### src/rtl/alu_seq_pkg.sv
// rtl/alu_seq_pkg.sv - opcodes, status bit indices and FSM states for alu_seq
package alu_seq_pkg;

    localparam logic [3:0] OP_NOP = 4'd0;
    localparam logic [3:0] OP_ADD = 4'd1;
    localparam logic [3:0] OP_SUB = 4'd2;
    localparam logic [3:0] OP_ADC = 4'd3;
    localparam logic [3:0] OP_SBC = 4'd4;
    localparam logic [3:0] OP_CMP = 4'd5;
    localparam logic [3:0] OP_OR  = 4'd6;
    localparam logic [3:0] OP_AND = 4'd7;
    localparam logic [3:0] OP_XOR = 4'd8;
    localparam logic [3:0] OP_MUL = 4'd9;
    localparam logic [3:0] OP_SHL = 4'd10;
    localparam logic [3:0] OP_SHR = 4'd11;
    localparam logic [3:0] OP_ASR = 4'd12;

    localparam int SREG_Z = 0;
    localparam int SREG_C = 1;
    localparam int SREG_N = 2;
    localparam int SREG_V = 3;

    typedef enum logic {
        IDLE = 1'b0,
        BUSY = 1'b1
    } state_t;

endpackage

### src/rtl/alu_seq_if.sv
// rtl/alu_seq_if.sv - operand/result handshake bundle between issue stage and alu_seq
interface alu_seq_if #(
    parameter int WIDTH = 8
);

    logic             in_valid;
    logic             in_ready;
    logic [3:0]       op;
    logic [WIDTH-1:0] operand_a;
    logic [WIDTH-1:0] operand_b;
    logic             out_valid;
    logic [WIDTH-1:0] result;
    logic [WIDTH-1:0] result_hi;
    logic [3:0]       sreg;
    logic             busy;

    modport master (
        output in_valid, op, operand_a, operand_b,
        input  in_ready, out_valid, result, result_hi, sreg, busy
    );

    modport slave (
        input  in_valid, op, operand_a, operand_b,
        output in_ready, out_valid, result, result_hi, sreg, busy
    );

endinterface

### src/rtl/alu_seq_mul.sv
// rtl/alu_seq_mul.sv - iterative unsigned shift-add multiplier, one step per cycle
module alu_seq_mul #(
    parameter int WIDTH = 8
) (
    input  logic               clk,
    input  logic               rst,
    input  logic               start,
    input  logic [WIDTH-1:0]   a,
    input  logic [WIDTH-1:0]   b,
    output logic               done,
    output logic [2*WIDTH-1:0] product
);

    localparam int CW = $clog2(WIDTH);

    logic             running;
    logic [CW-1:0]    cnt;
    logic [WIDTH-1:0] a_q;
    logic [WIDTH-1:0] hi_q;
    logic [WIDTH-1:0] lo_q;
    logic [WIDTH:0]   step_sum;

    // Partial product: add A into the upper half when the current multiplier bit is set;
    // the shifted {sum, lo} pair is the accumulator after this step.
    always_comb begin
        step_sum = {1'b0, hi_q} + {1'b0, (lo_q[0] ? a_q : {WIDTH{1'b0}})};
        product  = {step_sum, lo_q[WIDTH-1:1]};
        done     = running && (cnt == CW'(WIDTH - 1));
    end

    // Latch operands on start, then shift the accumulator right once per cycle.
    always_ff @(posedge clk) begin
        if (rst) begin
            running <= 1'b0;
            cnt     <= '0;
            a_q     <= '0;
            hi_q    <= '0;
            lo_q    <= '0;
        end else if (start) begin
            running <= 1'b1;
            cnt     <= '0;
            a_q     <= a;
            hi_q    <= '0;
            lo_q    <= b;
        end else if (running) begin
            hi_q <= product[2*WIDTH-1:WIDTH];
            lo_q <= product[WIDTH-1:0];
            cnt  <= cnt + 1'b1;
            if (done) begin
                running <= 1'b0;
            end
        end
    end

endmodule

### src/rtl/alu_seq.sv
// rtl/alu_seq.sv - registered ALU with status register and iterative multiply
module alu_seq
    import alu_seq_pkg::*;
#(
    parameter int WIDTH  = 8,
    parameter bit MUL_EN = 1'b1
) (
    input logic       clk,
    input logic       rst,
    alu_seq_if.slave  bus
);

    state_t             state;
    logic [WIDTH-1:0]   result_q;
    logic [WIDTH-1:0]   result_hi_q;
    logic [3:0]         sreg_q;
    logic               out_valid_q;

    logic [WIDTH-1:0]   a;
    logic [WIDTH-1:0]   b;
    logic [3:0]         op;
    logic               accept;

    logic [WIDTH:0]     add_s;
    logic [WIDTH:0]     sub_s;
    logic [WIDTH-1:0]   nx_res;
    logic [WIDTH-1:0]   flag_val;
    logic [3:0]         nx_sreg;
    logic               nx_c;
    logic               nx_v;
    logic               wr_res;
    logic               is_nop;
    logic               is_mul;

    logic               mul_done;
    logic [2*WIDTH-1:0] mul_product;

    assign a      = bus.operand_a;
    assign b      = bus.operand_b;
    assign op     = bus.op;
    assign accept = bus.in_valid && (state == IDLE);

    assign bus.in_ready  = (state == IDLE);
    assign bus.busy      = (state == BUSY);
    assign bus.out_valid = out_valid_q;
    assign bus.result    = result_q;
    assign bus.result_hi = result_hi_q;
    assign bus.sreg      = sreg_q;

    // Shared (WIDTH+1)-bit adder/subtractor; carry-in is the stored C flag for ADC/SBC only.
    always_comb begin
        add_s = {1'b0, a} + {1'b0, b} + {{WIDTH{1'b0}}, (op == OP_ADC) && sreg_q[SREG_C]};
        sub_s = {1'b0, a} - {1'b0, b} - {{WIDTH{1'b0}}, (op == OP_SBC) && sreg_q[SREG_C]};
    end

    // Opcode decode: next result, flag source value and C/V for single-cycle ops.
    always_comb begin
        nx_res   = result_q;
        flag_val = '0;
        nx_c     = 1'b0;
        nx_v     = 1'b0;
        wr_res   = 1'b1;
        is_nop   = 1'b0;
        is_mul   = 1'b0;
        case (op)
            OP_ADD, OP_ADC: begin
                nx_res = add_s[WIDTH-1:0];
                nx_c   = add_s[WIDTH];
                nx_v   = (a[WIDTH-1] == b[WIDTH-1]) && (add_s[WIDTH-1] != a[WIDTH-1]);
            end
            OP_SUB, OP_SBC, OP_CMP: begin
                nx_res = sub_s[WIDTH-1:0];
                nx_c   = sub_s[WIDTH];
                nx_v   = (a[WIDTH-1] != b[WIDTH-1]) && (sub_s[WIDTH-1] != a[WIDTH-1]);
            end
            OP_OR:  nx_res = a | b;
            OP_AND: nx_res = a & b;
            OP_XOR: nx_res = a ^ b;
            OP_SHL: begin
                nx_res = {a[WIDTH-2:0], 1'b0};
                nx_c   = a[WIDTH-1];
            end
            OP_SHR: begin
                nx_res = {1'b0, a[WIDTH-1:1]};
                nx_c   = a[0];
            end
            OP_ASR: begin
                nx_res = {a[WIDTH-1], a[WIDTH-1:1]};
                nx_c   = a[0];
            end
            OP_MUL: begin
                if (MUL_EN) begin
                    is_mul = 1'b1;
                end else begin
                    is_nop = 1'b1;
                end
            end
            default: is_nop = 1'b1;
        endcase

        // CMP computes flags from the difference but leaves the result register alone.
        flag_val = nx_res;
        if (op == OP_CMP) begin
            wr_res = 1'b0;
        end
        if (is_nop || is_mul) begin
            nx_res = result_q;
            wr_res = 1'b0;
        end

        nx_sreg          = '0;
        nx_sreg[SREG_Z]  = (flag_val == '0);
        nx_sreg[SREG_N]  = flag_val[WIDTH-1];
        nx_sreg[SREG_C]  = nx_c;
        nx_sreg[SREG_V]  = nx_v;
        if (is_nop) begin
            nx_sreg = '0;
        end
    end

    alu_seq_mul #(
        .WIDTH (WIDTH)
    ) u_mul (
        .clk     (clk),
        .rst     (rst),
        .start   (accept && is_mul),
        .a       (a),
        .b       (b),
        .done    (mul_done),
        .product (mul_product)
    );

    // Handshake FSM and output registers; reset aborts an in-flight multiply silently.
    always_ff @(posedge clk) begin
        if (rst) begin
            state       <= IDLE;
            result_q    <= '0;
            result_hi_q <= '0;
            sreg_q      <= '0;
            out_valid_q <= 1'b0;
        end else begin
            out_valid_q <= 1'b0;
            case (state)
                IDLE: begin
                    if (accept) begin
                        if (is_mul) begin
                            state <= BUSY;
                        end else begin
                            if (wr_res) begin
                                result_q <= nx_res;
                            end
                            sreg_q      <= nx_sreg;
                            out_valid_q <= 1'b1;
                        end
                    end
                end
                BUSY: begin
                    if (mul_done) begin
                        result_q         <= mul_product[WIDTH-1:0];
                        result_hi_q      <= mul_product[2*WIDTH-1:WIDTH];
                        sreg_q           <= '0;
                        sreg_q[SREG_Z]   <= (mul_product == '0);
                        sreg_q[SREG_C]   <= (mul_product[2*WIDTH-1:WIDTH] != '0);
                        out_valid_q      <= 1'b1;
                        state            <= IDLE;
                    end
                end
                default: state <= IDLE;
            endcase
        end
    end

endmodule

### src/flat_wrapper.sv
// flat-port wrapper written by rule: the top's interface ports become plain ports
module alu_seq_flat import alu_seq_pkg::*;
#(
    parameter int WIDTH  = 8,
    parameter bit MUL_EN = 1'b1
)
  (clk, rst, bus_in_valid, bus_op, bus_operand_a, bus_operand_b, bus_in_ready, bus_out_valid, bus_result, bus_result_hi, bus_sreg, bus_busy);
  alu_seq_if #(.WIDTH(WIDTH)) bus_i ();
  input logic clk;
  input logic rst;
  input wire logic [$bits(bus_i.in_valid)-1:0] bus_in_valid;
  input wire logic [$bits(bus_i.op)-1:0] bus_op;
  input wire logic [$bits(bus_i.operand_a)-1:0] bus_operand_a;
  input wire logic [$bits(bus_i.operand_b)-1:0] bus_operand_b;
  output wire logic [$bits(bus_i.in_ready)-1:0] bus_in_ready;
  output wire logic [$bits(bus_i.out_valid)-1:0] bus_out_valid;
  output wire logic [$bits(bus_i.result)-1:0] bus_result;
  output wire logic [$bits(bus_i.result_hi)-1:0] bus_result_hi;
  output wire logic [$bits(bus_i.sreg)-1:0] bus_sreg;
  output wire logic [$bits(bus_i.busy)-1:0] bus_busy;
  assign bus_i.in_valid = bus_in_valid;
  assign bus_i.op = bus_op;
  assign bus_i.operand_a = bus_operand_a;
  assign bus_i.operand_b = bus_operand_b;
  assign bus_in_ready = bus_i.in_ready;
  assign bus_out_valid = bus_i.out_valid;
  assign bus_result = bus_i.result;
  assign bus_result_hi = bus_i.result_hi;
  assign bus_sreg = bus_i.sreg;
  assign bus_busy = bus_i.busy;
  alu_seq #(.WIDTH(WIDTH), .MUL_EN(MUL_EN)) u_core (.clk(clk), .rst(rst), .bus(bus_i));
endmodule
### config.mk
export PLATFORM = sky130hd
export DESIGN_NAME = alu_seq_flat
export DESIGN_NICKNAME = d
export VERILOG_FILES = /design/src/rtl/alu_seq_pkg.sv /design/src/rtl/alu_seq_if.sv /design/src/rtl/alu_seq_mul.sv /design/src/rtl/alu_seq.sv /design/src/flat_wrapper.sv
export SDC_FILE = /design/constraint.sdc
export NUM_CORES = 1
export LEC_CHECK = 0
export BUFFER_PORTS_ARGS = -buffer_cell sky130_fd_sc_hd__buf_2
export CORE_ASPECT_RATIO = 0.6
export CORE_MARGIN = 5
export CORE_UTILIZATION = 57
export CTS_CLUSTER_DIAMETER = 150
export DETAILED_ROUTE_END_ITERATION = 8
export PLACE_DENSITY = 0.78
export SYNTH_ARGS = -nofsm -noshare
export SYNTH_HDL_FRONTEND = slang
export SYNTH_SLANG_ARGS = --single-unit
### constraint.sdc
create_clock -name clk -period 4.7 [get_ports clk]
set_input_delay 0.235 -clock clk [delete_from_list [all_inputs] [get_ports clk]]
set_output_delay 0.235 -clock clk [all_outputs]
set_load 0.02 [all_outputs]
Word-level counts from Yosys, hierarchy flattened
Cells that the tools add are included.
Cells by class
  add/sub/neg operators: 6
  mux-type cells: 31
  bitwise logic cells: 4
  reduce and logical (&&, ||, !) cells: 20
  eq/ne operators: 22
Operators by type and width (count)
  two-way mux 8 bit: 8
  case mux 8 bit (8 select lines): 1
  equality test 4 bit (second input constant): 5
  adder 8 x 8 -> 9 bit: 2
  equality test 4 x 3 -> 1 bit (second input constant): 4
  logical NOT 16 bit: 1
  two-way mux 4 bit: 4
  case mux 8 bit (2 select lines): 1
  two-way mux 1 bit: 12
  OR reduction 12 bit: 1
  adder 9 x 1 -> 9 bit: 1
  subtractor 8 x 8 -> 9 bit: 1
  subtractor 9 x 1 -> 9 bit: 1
  AND 8 bit: 1
  equality test 4 x 2 -> 1 bit (second input constant): 2
  logical NOT 8 bit: 1
  bitwise OR 8 bit: 1
  case mux 4 bit (2 select lines): 1
  nonzero test 8 bit: 1
  bitwise XOR 8 bit: 1
  logical AND 1 bit: 7
  != test 2 bit (second input constant): 3
  case mux 1 bit (2 select lines): 3
  OR reduction 2 bit: 3
  other kinds (14): 17
Word-level totals
  logic and storage cells: 93
  register bits: 50
  output and inout port bits: 23
  bits of input ports: 23

Longest topological paths before layout
Gate-level depths: netlist of the first run.
  word-level depth: 10
  depth in mapped cells: 14
  depth with buffers taken out: 12

Cells and area by module
From an unflattened synthesis of the first run, not the netlist that was laid out.
Second synthesis, totals
  cells, all modules: 568
  area, all modules: 4395.5 sq um
Modules (own cells, without submodules)
  alu_seq: cells each 377, instances 1, area each 2786.4 sq um
  alu_seq_mul: cells each 191, instances 1, area each 1609.0 sq um

Worst setup path after synthesis of the first run
No wires, ideal clock.
  path kind: input to register
  start: in bus_op[3]
  end: reg u_core.sreg_q[0], in the netlist u_core.bus.sreg[0]
  slack: 1527 ps
  stages: 14
  setup time: 116 ps
  buffers on the path: 3
  arrival time: 3057 ps
  cells stage by stage: buf_2 -> buf_2 -> buf_2 -> nor3_1 -> nand3_1 -> fa_1 -> fa_1 -> nand2b_1 -> a21oi_1 -> o22ai_1 -> or3_1 -> a31oi_1 -> nor2_1 -> a31o_1
Between the ends
  word-level cells in the longest chain between the ends: 9
RTL lines
  start, declared: RTL line flat_wrapper.sv:12  | input wire logic [$bits(bus_i.op)-1:0] bus_op;
  equality test 4 x 3 -> 1 bit or equality test 4 x 2 -> 1 bit (tied branches): RTL line alu_seq.sv:53, alu_seq.sv:65, alu_seq.sv:52
  logical AND 1 bit (on tied branches): RTL line alu_seq.sv:53, alu_seq.sv:52
  subtractor 9 x 1 -> 9 bit or adder 9 x 1 -> 9 bit (tied branches): RTL line alu_seq.sv:53, alu_seq.sv:52
  case mux 8 bit (8 select lines): RTL line alu_seq.sv:65  | case (op)
  logical NOT 8 bit: RTL line alu_seq.sv:112  | nx_sreg[SREG_Z] = (flag_val == '0);
  two-way mux 4 bit: RTL line alu_seq.sv:116  | if (is_nop) begin
  two-way mux 4 bit: RTL line alu_seq.sv:146  | if (is_mul) begin
  two-way mux 4 bit: RTL line alu_seq.sv:145  | if (accept) begin
  case mux 4 bit (2 select lines): RTL line alu_seq.sv:143  | case (state)
  end signal, assigned: RTL line alu_seq.sv:152  | sreg_q <= nx_sreg;
  end signal, assigned by index: RTL line alu_seq.sv:162  | sreg_q[SREG_Z] <= (mul_product == '0);
  end signal, assigned by index: RTL line alu_seq.sv:163  | sreg_q[SREG_C] <= (mul_product[2*WIDTH-1:WIDTH] != '0);
  end, declared: RTL line alu_seq.sv:16  | logic [3:0] sreg_q;
Parallel ways exist; a longest one is shown, timed or not. The select of a mux whose other input is x is not followed.
A chain may end at the register's enable or synchronous reset.

Final worst setup path of the first run
  start: in bus_op[0]
  end: reg u_core.result_q[7], in the netlist u_core.bus.result[7]
Between the ends
  word-level cells in the longest chain between the ends: 9
RTL lines
  equality test 4 x 3 -> 1 bit or equality test 4 x 2 -> 1 bit (tied branches): RTL line alu_seq.sv:53, alu_seq.sv:65, alu_seq.sv:52
  logical AND 1 bit (on tied branches): RTL line alu_seq.sv:53, alu_seq.sv:52
  subtractor 9 x 1 -> 9 bit or adder 9 x 1 -> 9 bit (tied branches): RTL line alu_seq.sv:53, alu_seq.sv:52
  case mux 8 bit (8 select lines): RTL line alu_seq.sv:65
  two-way mux 8 bit: RTL line alu_seq.sv:106  | if (is_nop || is_mul) begin
  two-way mux 8 bit: RTL line alu_seq.sv:149  | if (wr_res) begin
  two-way mux 8 bit: RTL line alu_seq.sv:146
  two-way mux 8 bit: RTL line alu_seq.sv:145
  case mux 8 bit (2 select lines): RTL line alu_seq.sv:143
  end signal, assigned: RTL line alu_seq.sv:150  | result_q <= nx_res;
  end signal, assigned: RTL line alu_seq.sv:159  | result_q <= mul_product[WIDTH-1:0];
  end, declared: RTL line alu_seq.sv:14  | logic [WIDTH-1:0] result_q;
Parallel ways exist; a longest one is shown, timed or not. The select of a mux whose other input is x is not followed.

==> metrics.txt, run 1 <==
status finished clean; Worst setup EP type register; DR top layer met4; CP Class input port to register; ys async rst share 0%; Reg2Reg Capture Point u_core.bus.result[7]; post-cts hold buffer count 0; met1 wire length 6560 um; Yosys reg bits 50; initial core utilization 59.0%; R2R depth 10; die area 9450 um2; GRT overflow 0; Avg Cell Area, Syn 7.92 um2; CTS buffer count 5; GP Congestion 1.06; met3 WL post-DR 2320 um; Yosys warnings 0; # Max-Cap Violations 0; count of boundary I/O pins 46; register area share after synthesis 23.2%; Final min period 3.16 ns; LEAKAGE 2.04 nW; vias 4452; number of global-route vias before repair 4278; first-pass GRT wire length 23800 um; clk_lat worst skew 0.29 ns; core area 7300 um2; clock sink count 50; Vias/cell 6.58; Met2 Wirelength 5940 um; pwr dens 249 nW/um2; # diodes 0; Arr. time, crit path 3.31 ns; RSZ-0062 raised after global routing no; Die Wd 122 um; setup violators final 0; dominant cells by area after synthesis dfxtp_1, ha_1, nor2_1; residual DRC count 0; Iteration-0 DRC Markers 601; antenna violations before repair 0; Hold Fails Final Rpt 0; worst endpoint required time 4.85 ns; worst rel slew slack 36.9%; flop-to-flop setup slack 1.54 ns; Reg clk slew, reported paths 0.07 ns; Netlist cell types 78; FF-to-FF Start u_core.bus.sreg[1]; fin crit share 67.3%; Final Skew 0.00504 ns; maximum fanout along the worst path 29; Setup TNS 0 ns; root buf cell clkbuf_16; H-tree levels 2; placed cell areas 4540 um2; GR Util All Layers 32.4%; Routed Antenna Nets 0; CP startpoint bus_op[0]; Post-Layout Inst Area 4690 um2; CTS tree built; Clock Path Buffers 2; startpoint types input port; WL/cell 22.3 um; post-CTS resize count 0; DRT Pass-1 Iters 5; Nets 640; worst ir drop on vdd 0.194 mV; area grow syn2layout 8.86%; Post-Syn Nets 612; post-CTS setup buffer count 0; drt total wl 15100 um; Cells after Synth 544; placed wire-length estimate 11700 um; Die H 77.3 um; Tightest Pin Transition 0.940 ns; Hold WC Path Type input port to register; Tot Pwr 1.17 mW; row cnt 24; share of Yosys cell area claimed by the top area cell type 23.2%; Primary FF master, synth dfxtp_1; crit path to u_core.bus.result[7]; Synth area leader dfxtp_1; Post-synth EDFFs 0; layout cells sized above 1 13.4%; fmax 316 MHz; Post-Syn Area 4310 um2; pin count of the biggest net entering global routing 42; Final Max Slew Viols 0; PortBufs 45
==> per-layer routing <==
metal	vias to the layer above	GRT usage [%]
met1	2091	47.1
met2	304	43.9
met4	0	6.70
li1	2022	-
met5	-	0
met3	35	14.4
==> sequential cells by signal, indices dropped and copies added (netlist names) <==
signal / flops
u_core.bus.out_valid: 1
u_core.bus.result: 8
u_core.u_mul.running: 1
u_core.u_mul.cnt: 3
u_core.u_mul.lo_q: 8
u_core.bus.sreg: 4
u_core.bus.busy: 1
u_core.u_mul.hi_q: 8
u_core.u_mul.a_q: 8
u_core.bus.result_hi: 8
==> where the power goes <==
group	internal [mW]	total, mW	switching (mW)
logic	0.126	0.353	0.226
registers	0.436	0.450	0.0142
clock network	0.198	0.366	0.168
==> how the worst min path moves through the flow <==
stage                                  from                      end  cells after the start
global route               bus_operand_b[2]     u_core.u_mul.lo_q[2]                      3
finish                     bus_operand_a[2]      u_core.u_mul.a_q[2]                      3
global placement    u_core.bus.result_hi[2]  u_core.bus.result_hi[2]                      2
detailed placement       u_core.bus.sreg[2]       u_core.bus.sreg[2]                      2
floorplan                  bus_operand_a[0]      u_core.u_mul.a_q[0]                      2
CTS                        bus_operand_a[7]      u_core.u_mul.a_q[7]                      3
==> cell usage after synthesis (4+ instances only) <==
cell and n:
a21oi_1 31, a211oi_1 21, nand2b_1 14, o22ai_1 6, or3_1 6, and3_1 5
and2_1 10, nor2b_1 6, o211a_1 4, dfxtp_1 50, nor3_1 13, inv_1 36
mux2i_1 25, nor4_1 4, o211ai_1 8, a22oi_1 5, nand2_1 40, xnor2_1 7
nor2_1 69, nand3_1 12, ha_1 40, clkbuf_1 9, fa_1 5, buf_2 13
o21ai_0 17, xor2_1 5
==> critical path: stages <==
cell and delay [ns]:
buf_2 0.10, buf_4 0.21, nor2_1 0.19, nand4_1 0.17, fa_1 0.45, ha_1 0.34
a211oi_2 0.36, o211a_1 0.21, o311ai_1 0.15, and2_1 0.23, o32ai_1 0.40, o211a_1 0.20
nor3_1 0.05
==> cells in the final DEF, fill, tap and decap left out, types with 14 or more instances in the layout <==
master / n
dfxtp_1: 50
ha_1: 40
mux2i_1: 25
nand2b_1: 14
o21ai_0: 17
inv_1: 36
a21oi_1: 31
buf_2: 45
a211oi_1: 21
nand2_1: 40
nor2_1: 69
==> through the flow <==
step                      util [%]  hold WS, ns  std cells  setup WS (ns)
after floorplan                  -        0.379        544           1.53
after global placement        62.3        0.441        669           1.33
after detailed placement      62.3        0.446        669           1.32
after CTS                     64.2        0.250        677           1.62
after global routing          64.2        0.278        677           1.36
final                         64.2        0.253        677           1.54
==> cells by family after synthesis <==
| group | after synthesis | share of synthesized area [%] |
|---|---|---|
| muxes | 25 | 5.81 |
| buffers and inverters | 67 | 6.83 |
| adders and majority gates | 45 | 13.9 |
| AOI/OAI and AO/OA | 143 | 24.6 |
| and+or+nand+nor | 202 | 23.1 |
| xor gates and xnor gates | 12 | 2.44 |
| DFF | 50 | 23.2 |
==> final cells by class <==
cell class / instances / area [um2]
clock buffers: 5 / 125
multi-input cells: 427 / 3010
clock inverters: 3 / 18.8
repair buffers: 49 / 255
well taps: 104 / 130
fillers: 668 / 2610
flip-flops and latches: 50 / 1000
inverters: 39 / 146
Note: power is estimated with default switching activity, not from simulation.
==> run 2, diff against run 1 <==
clock period = 3.1 ns   (was 4.7 ns; I/O delays follow)
==> run 2 against run 1 <==
Against the previous run: die area did not move; hold slack got worse by 0.066 ns; utilization rose by 3.8 points; flip-flop and latch count did not move; cell count rose by 4.3%; first-iteration DRC count fell by 4.7%; non-clock buffer count rose by 29; global-route usage rose by 0.051 points; clock skew fell by 0.0010 ns; clock power rose by 99%; power rose by 70%; sequential share of layout area fell by 1.2 points; largest power group is now the clock network.
==> metrics.txt, run 2 (synthesized netlist as in run 1, its figures left out) <==
status finished clean; # Max-Cap Violations 0; maximum fanout along the worst path 3; Routed Antenna Nets 0; Iteration-0 DRC Markers 573; GP Congestion 1.11; Hold Fails Final Rpt 0; Reg clk slew, reported paths 0.07 ns; fin crit share 96.1%; Worst setup EP type register; final setup margin 0.120 ns; Tightest Pin Transition 0.612 ns; first-pass GRT wire length 23700 um; RSZ-0062 raised after global routing no; WL/cell 21.8 um; initial core utilization 59.0%; startpoint types register; Vias/cell 6.42; pwr dens 399 nW/um2; LEAKAGE 2.20 nW; worst endpoint required time 3.26 ns; core area 7300 um2; Crit path largest cell delay 0.43 ns; Nets 669; post-CTS setup buffer count 0; worst ir drop on vdd 0.311 mV; # diodes 0; PortBufs 45; GR Util All Layers 32.4%; layout cells sized above 1 17.8%; pin count of the biggest net entering global routing 41; placed wire-length estimate 12100 um; root buf cell clkbuf_16; worst rel slew slack 59.1%; antenna violations before repair 0; drt total wl 15400 um; CP most frequent cell o211a_1; Final Max Slew Viols 0; CP Class register to register; Hold WC Path Type input port to register; Clock Path Buffers 2; commonest non-fill, non-tap cell in the layout nor2_1; fmax 336 MHz; number of global-route vias before repair 4241; die area 9450 um2; CTS tree built; GRT overflow 0; Tot Pwr 1.98 mW; slowest cell on the critical path fa_1; row cnt 24; critical path, cell by cell nand4_1 -> fa_1 -> ha_1 -> a211oi_2 -> o211a_1 -> o311ai_1 -> and2_1 -> o32ai_1 -> o211a_1 -> nor3_1; vias 4530; CTS buffer count 5; setup violators final 0; worst slack, placed -0.0379 ns; Die Wd 122 um; residual DRC count 0; area grow syn2layout 15.3%; clock sink count 50; H-tree levels 2; Final Skew 0.00403 ns; clk_lat worst skew 0.29 ns; Final min period 2.98 ns; most frequent cells in the layout nor2_1, dfxtp_1, buf_2; Die H 77.3 um; DRT Pass-1 Iters 6; Arr. time, crit path 3.14 ns; count of boundary I/O pins 46
run 2: cell count changes in the layout (fill, tap and decap cells not counted):
cell       change
buf_4         +29
bufinv_16      +2
clkinv_2       -2
a21oi_1        -1
a21oi_2        +1
clkbuf_8       +1
inv_6          -1
run 2: metal layers:
| layer | track usage [%] | vias up | part of all wire (%) |
|---|---|---|---|
| met5 | 0 | - | 0 |
| met4 | 5.70 | 0 | 1.6 |
| met3 | 16.2 | 31 | 15 |
| met2 | 41.9 | 300 | 37 |
| met1 | 48.3 | 2120 | 46 |
| li1 | - | 2079 | - |
run 2: power breakdown:
part           leakage [nW]  switching [mW]  total [mW]  internal, mW
clock                0.0971           0.243       0.727         0.485
combinational          1.70           0.352       0.573         0.222
sequential            0.405          0.0198       0.681         0.661
total                  2.20           0.614        1.98          1.37
run 2: path summary, 6_finish.rpt:
kind,startpoint,end,slack [ns],cells after the start
max,u_core.bus.sreg[1],u_core.bus.result[7],0.12,10
min,bus_operand_b[4],u_core.u_mul.lo_q[4],0.19,3
max reg2reg,u_core.bus.sreg[1],u_core.bus.result[7],0.12,10
min reg2reg,u_core.bus.result_hi[3],u_core.bus.result_hi[3],0.46,2
run 2: what timing repair did:
action                     in CTS  in global routing
hold buffers                    0                  0
resized for setup               0                  1
setup endpoints to repair       0                  2
run 2: cell type report:
type	instances	area, um2
Clock buffer	6	139
Clock inverter	2	60.1
Fill cell	629	2330
Inverter	39	146
Multi-Input combinational cell	427	3020
Sequential cell	50	1000
Tap cell	104	130
Timing Repair Buffer	78	473
run 2: metrics by stage:
| step | setup TNS (ns) | std cells | utilization, % | hold slack (ns) | area (um2) |
|---|---|---|---|---|---|
| finish | 0 | 706 | 68.0 | 0.187 | 4960 |
| global route | 0 | 706 | 68.0 | 0.208 | 4960 |
| CTS | 0 | 706 | 68.0 | 0.185 | 4960 |
| detailed placement | -0.0379 | 698 | 65.3 | 0.449 | 4760 |
| global placement | 0 | 698 | 65.3 | 0.441 | 4760 |
| floorplan | 0 | 544 | - | 0.299 | 4310 |
run 2: critical path: cells and delay by family (launching register included):
kind / cells / cell delay [ns]
AND/OR/NAND/NOR: 3 / 0.46
AO/OA/AOI/OAI: 5 / 1.29
flip-flops: 1 / 0.37
adder cells (fa/ha/maj): 2 / 0.74
==> run 3, diff against run 2 <==
PLACE_DENSITY = 0.9   (was 0.78)
==> run 3 against run 2 <==
Against the previous run: final area down 2.6%; die area unchanged; critical path type unchanged; largest power group is now registers; power down 12%; clock skew up 0.0036 ns; combinational power down 7.3%; critical endpoint is now u_core.bus.result[6]; largest cell class unchanged; setup slack worse by 0.0078 ns.
==> metrics.txt, run 3 (synthesized netlist as in run 1, its figures left out) <==
fill count 626; Arr. time, crit path 3.15 ns; hold depth 3; most frequent cells in the layout nor2_1, dfxtp_1, buf_2; PortBufs 45; Worst setup EP type register; pwr dens 362 nW/um2; RSZ-0062 raised after global routing no; CTS buffer count 5; fin cells 694; Hold WC Path Type input port to register; Vias/cell 6.41; post-CTS setup buffer count 0; startpoint types register; H-tree levels 2; Die Wd 122 um; DRT Pass-1 Iters 7; number of global-route vias before repair 4039; commonest non-fill, non-tap cell in the layout nor2_1; FF-to-FF Start u_core.bus.sreg[1]; count of boundary I/O pins 46; DP Cell Count 686; setup violators final 0; drt total wl 13600 um; placed wire-length estimate 10600 um; row cnt 24; Final Skew 0.00765 ns; flop-to-flop setup slack 0.11 ns; storage element area 1000 um2; clk_lat worst skew 0.29 ns; Nets 657; vias 4452; Hold Crit Start bus_operand_a[7]; Setup TNS 0 ns; worst slack, placed 0.0615 ns; clock sink count 50; maximum fanout along the worst path 4; final setup margin 0.112 ns; initial core utilization 59.0%; Routed Antenna Nets 0; layout cells sized above 1 16.4%; Tot Pwr 1.75 mW; status finished clean; # diodes 0; first-pass GRT wire length 21300 um; pin count of the biggest net entering global routing 41; core area 7300 um2; multi-input logic area 3030 um2; R2R depth 10; Reg2Reg Capture Point u_core.bus.result[6]; # Max-Cap Violations 0; Tightest Pin Transition 0.743 ns; Reg clk slew, reported paths 0.07 ns; worst endpoint required time 3.26 ns; residual DRC count 0; fin crit share 96.4%; Iteration-0 DRC Markers 637; LEAKAGE 2.12 nW; GR Util All Layers 28.4%; CTS tree built; Clock Path Buffers 2; GRT overflow 0; WHS 0.149 ns; worst rel slew slack 50.1%; GP Congestion 1.06; area grow syn2layout 12.3%; fmax 335 MHz; Final Max Slew Viols 0; root buf cell clkbuf_16; antenna violations before repair 1; WL/cell 19.6 um; Die H 77.3 um; die area 9450 um2; worst ir drop on vdd 0.209 mV; Worst Hold Endpoint u_core.u_mul.a_q[7]; Hold Fails Final Rpt 0; Final min period 2.99 ns; CP Class register to register
-- run 3: changes by cell type in the layout (fill, tap and decap cells not counted), sizes merged --
cell	previous run	this run
clkbuf	6	5
buf	78	66
clkinvlp	0	1
bufinv	2	0
clkinv	1	3
-- run 3: worst max-delay path by stage --
stage                             from              endpoint  slack, ns  cells past startpoint
finish              u_core.bus.sreg[1]  u_core.bus.result[6]       0.11                     10
global route        u_core.bus.sreg[1]  u_core.bus.result[6]       0.02                     10
detailed placement           bus_op[0]    u_core.bus.sreg[0]       0.06                     13
global placement             bus_op[0]  u_core.bus.result[6]       0.08                     12
floorplan                    bus_op[3]    u_core.bus.sreg[0]      0.007                     14
CTS                 u_core.bus.sreg[1]    u_core.bus.sreg[1]       0.10                     10
-- run 3: timing repair --
| action | 4_1_cts | 5_1_grt |
|---|---|---|
| setup endpoints to repair | 0 | 4 |
| gates resized for setup | 0 | 4 |
| endpoints found under the hold margin | 0 | 0 |
| hold buffers | 0 | 0 |
-- run 3: layer usage --
layer	vias up	global-route usage [%]	wire length (um)
li1	2059	-	-
met1	2075	44.0	6280
met2	298	39.6	5340
met3	20	8.50	1870
met4	0	3.46	112
met5	-	0	0
-- run 3: power breakdown --
part / internal, mW / switching (mW) / total [mW]
combinational: 0.207 / 0.324 / 0.531
clock: 0.299 / 0.242 / 0.541
sequential: 0.661 / 0.0199 / 0.681
total: 1.17 / 0.585 / 1.75
-- run 3: layout make-up --
class | count | area share [%]
sequential | 50 | 20.7
multi-input combinational | 427 | 62.6
inverter | 39 | 3.03
clock buffer | 5 | 2.59
tap | 104 | 2.69
timing repair buffer | 66 | 7.92
clock inverter | 3 | 0.440
-- run 3: per-stage QoR --
step | area [um2] | util, %
final | 4840 | 66.3
after detailed placement | 4670 | 64.0
after CTS | 4820 | 66.0
after floorplan | 4310 | -
after global placement | 4670 | 64.0
after global routing | 4840 | 66.3
-- run 3: worst max-delay path: stages (launching register included) --
cell and delay, ns:
dfxtp_1 0.42, nand4_1 0.16, fa_2 0.39, fa_1 0.40, o21a_2 0.25, o221a_4 0.27, xnor2_1 0.14, a211oi_1 0.41
a31oi_1 0.18, a21oi_1 0.18, nor3_1 0.06
